**src/rtl/uart_rx_pkg.sv**
```systemverilog
// Shared constants, state encoding and frame configuration for the UART receive engine.
package uart_rx_pkg;

  localparam int unsigned OVERSAMPLE = 16;
  localparam int unsigned CNT_W      = $clog2(OVERSAMPLE);
  localparam int unsigned IDX_W      = 3;
  localparam int unsigned DATA_W     = 8;

  localparam logic [CNT_W-1:0] SAMPLE_LO  = CNT_W'(7);
  localparam logic [CNT_W-1:0] SAMPLE_MID = CNT_W'(8);
  localparam logic [CNT_W-1:0] SAMPLE_HI  = CNT_W'(9);
  localparam logic [CNT_W-1:0] LAST_CNT   = CNT_W'(OVERSAMPLE - 1);

  typedef enum logic [2:0] {
    ST_IDLE   = 3'd0,
    ST_START  = 3'd1,
    ST_DATA   = 3'd2,
    ST_PARITY = 3'd3,
    ST_STOP   = 3'd4
  } state_e;

  typedef struct packed {
    logic bit8;
    logic parity_en;
    logic odd_n_even;
  } frame_cfg_t;

  function automatic logic majority3(input logic a, input logic b, input logic c);
    return (a & b) | (a & c) | (b & c);
  endfunction

endpackage

```
**src/rtl/uart_rx_sync.sv**
```systemverilog
// Multi-stage synchroniser for the asynchronous rx line; resets to the idle (high) level.
module uart_rx_sync #(
  parameter int unsigned STAGES = 2
) (
  input  logic clk,
  input  logic reset_n,
  input  logic d,
  output logic q
);

  logic [STAGES-1:0] ff;

  always_ff @(posedge clk or negedge reset_n) begin
    if (!reset_n) ff <= '1;
    else          ff <= {ff[STAGES-2:0], d};
  end

  assign q = ff[STAGES-1];

endmodule

```
**src/rtl/uart_rx_oversample.sv**
```systemverilog
// 16x-oversampling UART receiver: start detection, mid-bit voting, deframing and a
// single-entry holding register with valid/ready handshake and error flags.
module uart_rx_oversample
  import uart_rx_pkg::*;
#(
  parameter int unsigned SYNC_STAGES = 2,
  parameter int unsigned MAJORITY_EN = 1
) (
  input  logic              clk,
  input  logic              reset_n,
  input  logic              baud_clock,
  input  logic              rx,
  input  logic              bit8,
  input  logic              parity_en,
  input  logic              odd_n_even,
  input  logic              rx_ready,
  output logic [DATA_W-1:0] rx_data,
  output logic              rx_valid,
  output logic              parity_err,
  output logic              framing_err,
  output logic              overflow,
  output logic              busy
);

  logic rx_s;

  uart_rx_sync #(.STAGES(SYNC_STAGES)) u_sync (
    .clk     (clk),
    .reset_n (reset_n),
    .d       (rx),
    .q       (rx_s)
  );

  state_e            state_q, state_d;
  logic [CNT_W-1:0]  cnt_q, cnt_d;
  logic [IDX_W-1:0]  idx_q, idx_d;
  logic [DATA_W-1:0] shift_q, shift_d;
  logic              par_q, par_d;
  logic              perr_q, perr_d;
  logic              s_lo_q, s_lo_d;
  logic              s_mid_q, s_mid_d;
  frame_cfg_t        cfg_q, cfg_d;
  logic              vote_c;
  logic              complete_c;
  logic [IDX_W-1:0]  last_idx_c;
  logic [DATA_W-1:0] frame_data_c;

  // Third sample is the live synchronised line at cnt 9
  assign vote_c       = (MAJORITY_EN != 0) ? majority3(s_lo_q, s_mid_q, rx_s) : s_mid_q;
  assign last_idx_c   = cfg_q.bit8 ? IDX_W'(7) : IDX_W'(6);
  assign frame_data_c = cfg_q.bit8 ? shift_q : {1'b0, shift_q[DATA_W-1:1]};

  always_ff @(posedge clk or negedge reset_n) begin
    if (!reset_n) begin
      state_q <= ST_IDLE;
      cnt_q   <= '0;
      idx_q   <= '0;
      shift_q <= '0;
      par_q   <= 1'b0;
      perr_q  <= 1'b0;
      s_lo_q  <= 1'b1;
      s_mid_q <= 1'b1;
      cfg_q   <= '0;
      busy    <= 1'b0;
    end else begin
      state_q <= state_d;
      cnt_q   <= cnt_d;
      idx_q   <= idx_d;
      shift_q <= shift_d;
      par_q   <= par_d;
      perr_q  <= perr_d;
      s_lo_q  <= s_lo_d;
      s_mid_q <= s_mid_d;
      cfg_q   <= cfg_d;
      busy    <= (state_d != ST_IDLE);
    end
  end

  always_comb begin
    state_d    = state_q;
    cnt_d      = cnt_q;
    idx_d      = idx_q;
    shift_d    = shift_q;
    par_d      = par_q;
    perr_d     = perr_q;
    s_lo_d     = s_lo_q;
    s_mid_d    = s_mid_q;
    cfg_d      = cfg_q;
    complete_c = 1'b0;
    if (baud_clock) begin
      cnt_d = cnt_q + CNT_W'(1);
      if (cnt_q == SAMPLE_LO)  s_lo_d  = rx_s;
      if (cnt_q == SAMPLE_MID) s_mid_d = rx_s;
      case (state_q)
        ST_IDLE: begin
          cnt_d = '0;
          if (!rx_s) begin
            state_d = ST_START;
            idx_d   = '0;
            par_d   = 1'b0;
            perr_d  = 1'b0;
            cfg_d   = '{bit8: bit8, parity_en: parity_en, odd_n_even: odd_n_even};
          end
        end
        ST_START: begin
          if (cnt_q == SAMPLE_HI && vote_c) begin
            state_d = ST_IDLE;
            cnt_d   = '0;
          end else if (cnt_q == LAST_CNT) begin
            state_d = ST_DATA;
            idx_d   = '0;
          end
        end
        ST_DATA: begin
          if (cnt_q == SAMPLE_HI) begin
            shift_d = {vote_c, shift_q[DATA_W-1:1]};
            par_d   = par_q ^ vote_c;
          end
          if (cnt_q == LAST_CNT) begin
            idx_d = idx_q + IDX_W'(1);
            if (idx_q == last_idx_c) state_d = cfg_q.parity_en ? ST_PARITY : ST_STOP;
          end
        end
        ST_PARITY: begin
          if (cnt_q == SAMPLE_HI) perr_d = ((par_q ^ vote_c) != cfg_q.odd_n_even);
          if (cnt_q == LAST_CNT)  state_d = ST_STOP;
        end
        ST_STOP: begin
          // Return to IDLE at mid-stop so a back-to-back start edge is not missed
          if (cnt_q == SAMPLE_HI) begin
            complete_c = 1'b1;
            state_d    = ST_IDLE;
            cnt_d      = '0;
          end
        end
        default: begin
          state_d = ST_IDLE;
          cnt_d   = '0;
        end
      endcase
    end
  end

  // Holding register: a completion while full and not being drained is dropped
  always_ff @(posedge clk or negedge reset_n) begin
    if (!reset_n) begin
      rx_data     <= '0;
      rx_valid    <= 1'b0;
      parity_err  <= 1'b0;
      framing_err <= 1'b0;
      overflow    <= 1'b0;
    end else begin
      overflow <= 1'b0;
      if (complete_c) begin
        if (!rx_valid || rx_ready) begin
          rx_data     <= frame_data_c;
          rx_valid    <= 1'b1;
          parity_err  <= cfg_q.parity_en & perr_q;
          framing_err <= ~vote_c;
        end else begin
          overflow <= 1'b1;
        end
      end else if (rx_ready) begin
        rx_valid <= 1'b0;
      end
    end
  end

endmodule

```
**config.mk**
```make
export PLATFORM = sky130hd
export DESIGN_NAME = uart_rx_oversample
export DESIGN_NICKNAME = d
export VERILOG_FILES = /design/src/rtl/uart_rx_pkg.sv /design/src/rtl/uart_rx_sync.sv /design/src/rtl/uart_rx_oversample.sv
export SDC_FILE = /design/constraint.sdc
export NUM_CORES = 1
export LEC_CHECK = 0
export BUFFER_PORTS_ARGS = -buffer_cell sky130_fd_sc_hd__buf_2
export CORE_ASPECT_RATIO = 2
export CORE_MARGIN = 2
export CORE_UTILIZATION = 63
export CTS_BUF_LIST = sky130_fd_sc_hd__clkbuf_8
export DETAILED_ROUTE_END_ITERATION = 8
export PLACE_DENSITY = 0.85
export SYNTH_ARGS = -nofsm -noshare
export SYNTH_HDL_FRONTEND = slang
export SYNTH_SLANG_ARGS = --single-unit
```
**constraint.sdc**
```tcl
create_clock -name clk -period 3.8 [get_ports clk]
set_clock_uncertainty 0.2 [all_clocks]
set_input_delay 0 -clock clk [delete_from_list [all_inputs] [get_ports clk]]
set_output_delay 0 -clock clk [all_outputs]
set_load 0.005 [all_outputs]
```
==> qor.txt, run 1 <==
RSZ-0062 raised after global routing = false
worst-skew pair later-pin latency = 0.29 ns
largest net degree at the start of global routing = 41
Power Density = 619 nW/um2
DR WL/cell = 16.3 um
worst slew pin tran = 0.852 ns
sequential area share after synthesis = 52.7%
Worst Path Max Fanout = 20
post-route minimum period = 2.24 ns
PostCTS Resize Cnt = 0
FFs w/ async S/R, synth = 100%
# nets final = 216
Die H = 81.9 um
FILL cells = 214
Horiz. Die Dim = 42.9 um
CP Capture Type = register
worst-path cell chain = inv_1 > ha_1 > and3b_1 > nand4_1 > nand2_1 > o21ai_1
leakage dissipation = 1.04 nW
Max Fclk = 446 MHz
Ys Warns = 0
syn_area_per_cell = 10.7 um2
Max Cap Viol = 0
global-route wire length before repair = 6.40 mm
via count = 1454
Routed Wire Length = 3.81 mm
final hold slack = 0.153 ns
Layout Area Growth over Synthesis = 15.5%
# setup viols final = 0
number of synthesized register bits = 40
Die ar. = 3520 um2
DRC = 0
Startpoint Class = register
clock sinks = 40
H-tree depth = 2
Slowest cell on crit path = nand4_1
Reg area = 1010 um2
I/O pin count = 21
Layout Cells excl Fill = 234
Synth Flop Type = dfrtp_1
multi-input combinational cell area = 825 um2
All-Layer GR Usage = 24.8%
top-area cell type share of the netlist area = 47.2%
clock-pin slew on the worst setup and hold paths = 0.08 ns
total inserted antenna cells = 0
layout cell share with drive strength beyond 1 = 15.7%
# port buffers = 20
1st-pass router iterations = 4
initial antenna violation count = 0
TritonCTS buffer count = 5
number of synthesized flops with an enable pin = 0
post-CTS setup buffer count = 0
fin. max-slew vios = 0
cell count after synthesis = 178
commonest non-fill, non-tap cells in the layout = dfrtp_1, nand2_1, buf_2, o21ai_1, mux2_1
r2r setup slk = 1.56 ns
Cell Area, Synth = 1910 um2
most common cell after layout, fill and taps aside = dfrtp_1
Setup CP Type = register to register
initial core utilization = 64.9%
clock buffer depth = 2
Initial DRC Count = 33
Largest stage delay, worst path = 0.61 ns
core region area = 2940 um2
synth top area cells = dfrtp_1, mux2_1, dfstp_2
HPWL Detailed = 2.81 mm
number of global-route vias before repair = 1461
status = completed
vias per inst = 6.21
worst hold path type = primary input to async pin
Synth area leader = dfrtp_1
final period utilization = 59.0%
CTS tree = built
Final Hold Violating Endpoints = 0
CP Data Arrival Time = 2.20 ns
Net Count, Synth = 190
CP required = 3.76 ns
row count = 28
Final GP Congestion = 0.959
headroom to the max-slew limit = 43.2%
Peak VDD IR = 0.439 mV
Synth cell types = 44
antenna-violating nets left = 0
setup_tns = 0 ns
Root Driver = clkbuf_8
Placed Cells = 219
GRT overflow = 0
==> critical path: cells and delay by family (launching register included) <==
| family | cells | cell delay, ns |
|---|---|---|
| AND/OR/NAND/NOR | 3 | 1.17 |
| buffers and inverters | 1 | 0.11 |
| flip-flops | 1 | 0.40 |
| adder cells (fa/ha/maj) | 1 | 0.14 |
| AO/OA/AOI/OAI | 1 | 0.08 |
==> per-stage QoR <==
stage	cell area [um2]	total power, W	utilization [%]	setup WS (ns)
after floorplan	1910	0.000882	-	1.93
after global placement	2000	0.000935	67.9	1.70
after detailed placement	2000	0.000963	67.9	1.55
after CTS	2210	0.00137	75.0	1.54
after global routing	2210	0.00144	75.0	1.29
final	2210	0.00137	75.0	1.56
==> power by group <==
part	internal [W]	switching (W)	total [W]
clock	0.000258	0.000142	0.000401
combinational	0.000152	0.000178	0.000330
sequential	0.000514	0.000121	0.000635
==> path summary, 6_finish.rpt <==
| path | from | endpoint | cells after the start |
|---|---|---|---|
| max | cnt_q[1] | rx_data[7] | 6 |
| min | reset_n | cfg_q[2] | 2 |
| max reg2reg | cnt_q[1] | rx_data[7] | 6 |
| min reg2reg | u_sync.ff[0] | u_sync.ff[1] | 0 |
| max in group asynchronous | reset_n | cnt_q[2] | 2 |
| min in group clk | rx | u_sync.ff[0] | 2 |
==> area by class of cell <==
class	count	area share (%)
repair buffers	28	8.16
flip-flops and latches	40	45.6
multi-input cells	121	37.4
clock buffers	5	3.12
clock inverters	2	2.72
well taps	30	1.70
inverters	8	1.36
==> cell families (layout without fill, tap and decap cells) <==
group | count (synthesis) | count (layout) | synth area share (%)
and+or+nand+nor | 56 | 56 | 15.3
DFF | 40 | 40 | 52.7
AOI/OAI and AO/OA | 37 | 37 | 12.2
muxes | 19 | 19 | 10.7
buffers and inverters | 17 | 43 | 4.19
adders and majority gates | 5 | 5 | 3.14
xor gates and xnor gates | 4 | 4 | 1.83
==> sequential cells by signal, indices dropped and copies added, names as in the netlist <==
register     count
shift_q          8
cfg_q            3
cnt_q            4
idx_q            3
parity_err       1
overflow         1
s_mid_q          1
s_lo_q           1
perr_q           1
u_sync.ff        2
par_q            1
rx_data          8
framing_err      1
busy             1
rx_valid         1
state_q          3
==> per-layer routing <==
metal	vias to the layer above	global-route usage, %	wire length (um)
li1	680	-	-
met1	723	24.0	1350
met2	37	48.9	2220
met3	14	3.96	103
met5	-	0	0
met4	0	11.5	133
==> Yosys cell counts, types with 3 or more instances <==
cell      instances
nand2b_1          4
nand2_1          23
ha_1              4
nor3_1            4
nor2b_1           3
o22ai_1           3
dfstp_2           4
nand3_1           4
o21ai_1          12
nor2_1            3
o21ai_0           7
dfrtp_1          36
buf_2             4
inv_1             8
mux2i_1           8
nand4_1           4
mux2_1           11
==> what timing repair did <==
item	in CTS	in global routing
endpoints found under the hold margin	49	0
endpoints found under the setup margin	0	0
hold buffers	8	0
Power figures use the tool's default switching activity.
==> run 2: changes to the inputs <==
- CORE_UTILIZATION: 63 -> 54
- PLACE_DENSITY: 0.85 -> 0.77
- clock period: 3.8 -> 2 ns (I/O delays scaled with it)
==> qor.txt, run 2 (synthesized netlist as in run 1, its figures left out) <==
Initial DRC Count = 56
status = completed
r2r setup slk = 0.11 ns
setup ws final = 0.113 ns
leakage dissipation = 1.06 nW
setup_tns = 0 ns
CP Data Arrival Time = 1.86 ns
Die H = 88.1 um
Peak VDD IR = 0.767 mV
DP Worst Slack = 0.0106 ns
worst hold path type = primary input to register
Root Driver = clkbuf_8
All-Layer GR Usage = 23.3%
via count = 1484
DR WL/cell = 16.7 um
GRT overflow = 0
antenna-violating nets left = 0
Final Hold Violating Endpoints = 0
clock buffer depth = 2
Final GP Congestion = 0.998
Max Fclk = 530 MHz
clock-pin slew on the worst setup and hold paths = 0.07 ns
Worst Path Max Fanout = 6
clock sinks = 40
initial antenna violation count = 0
global-route wire length before repair = 6.75 mm
fin. max-slew vios = 0
# port buffers = 20
CTS tree = built
HPWL Detailed = 3.07 mm
H-tree depth = 2
Max Cap Viol = 0
Regs by FF count = rx_data (8), shift_q (8), cnt_q (4)
1st-pass router iterations = 4
RSZ-0062 raised after global routing = false
Power Density = 1150 nW/um2
commonest non-fill, non-tap cells in the layout = dfrtp_1, nand2_1, buf_2, o21ai_1, mux2_1
Startpoint Class = register
I/O pin count = 21
worst-skew pair later-pin latency = 0.30 ns
final period utilization = 94.3%
# nets final = 223
core region area = 3380 um2
largest net degree at the start of global routing = 41
total inserted antenna cells = 0
# setup viols final = 0
initial core utilization = 56.6%
DRC = 0
CP required = 1.97 ns
number of global-route vias before repair = 1504
post-route minimum period = 1.89 ns
Routed Wire Length = 4.07 mm
Horiz. Die Dim = 46.1 um
post-CTS setup buffer count = 0
Setup CP Type = register to register
vias per inst = 6.08
Die ar. = 4060 um2
headroom to the max-slew limit = 41.9%
TritonCTS buffer count = 5
worst slew pin tran = 0.872 ns
CP Capture Type = register
Layout Area Growth over Synthesis = 17.9%
most common cell after layout, fill and taps aside = dfrtp_1
layout cell share with drive strength beyond 1 = 21.7%
row count = 30
[run 2: cell count changes in the layout (fill, tap and decap cells not counted), sizes merged]
cell and change:
bufinv -1, dlygate4sd3 -1, clkinv +1, inv +1, buf +8
[run 2: what timing repair did]
item / in CTS / in global routing
hold endpoints to repair: 50 / 0
setup endpoints to repair: 0 / 4
resized for setup: 0 / 7
hold buffers: 7 / 0
[run 2: where the power goes]
part           leakage, nW  internal (W)  switching, W
sequential           0.503      0.000978      0.000192
combinational        0.502      0.000357      0.000419
clock               0.0593      0.000365      0.000273
total                 1.06       0.00170      0.000883
[run 2: worst max-delay path: stages (launching register included)]
cell	delay, ns
dfrtp_1	0.41
inv_2	0.08
ha_1	0.13
and3b_2	0.24
a311oi_1	0.10
a211o_1	0.25
a2111o_1	0.35
[run 2: through the flow]
stage	utilization, %	std cells	power [W]	hold WS [ns]	area [um2]
6_report	66.7	244	0.00258	0.149	2250
4_1_cts	66.3	244	0.00257	0.140	2240
3_3_place_gp	61.0	229	0.00186	-0.0947	2060
5_1_grt	66.7	244	0.00274	0.160	2250
3_5_place_dp	61.0	229	0.00192	-0.0934	2060
2_1_floorplan	-	178	0.00168	-0.496	1910
[run 2: final timing paths]
kind,start,to,cells after the start
setup / recovery,cnt_q[1],busy,6
hold / removal,rx,u_sync.ff[0],2
setup reg to reg,cnt_q[1],busy,6
hold reg to reg,u_sync.ff[0],u_sync.ff[1],0
max in group asynchronous,reset_n,rx_valid,2
min in group asynchronous,reset_n,parity_err,2
[run 2: final cells by class]
type	instances	area [um2]
fillers	270	1130
flip-flops and latches	40	1010
multi-input cells	121	838
repair buffers	35	230
clock buffers	5	68.8
well taps	32	40.0
clock inverters	3	38.8
inverters	8	30.0
[run 2: routing by layer]
layer / share of wire, % / global-route usage [%]
met4: 4.7 / 14.3
met5: 0 / 0
met1: 36 / 21.9
met2: 57 / 42.6
met3: 2.8 / 4.33
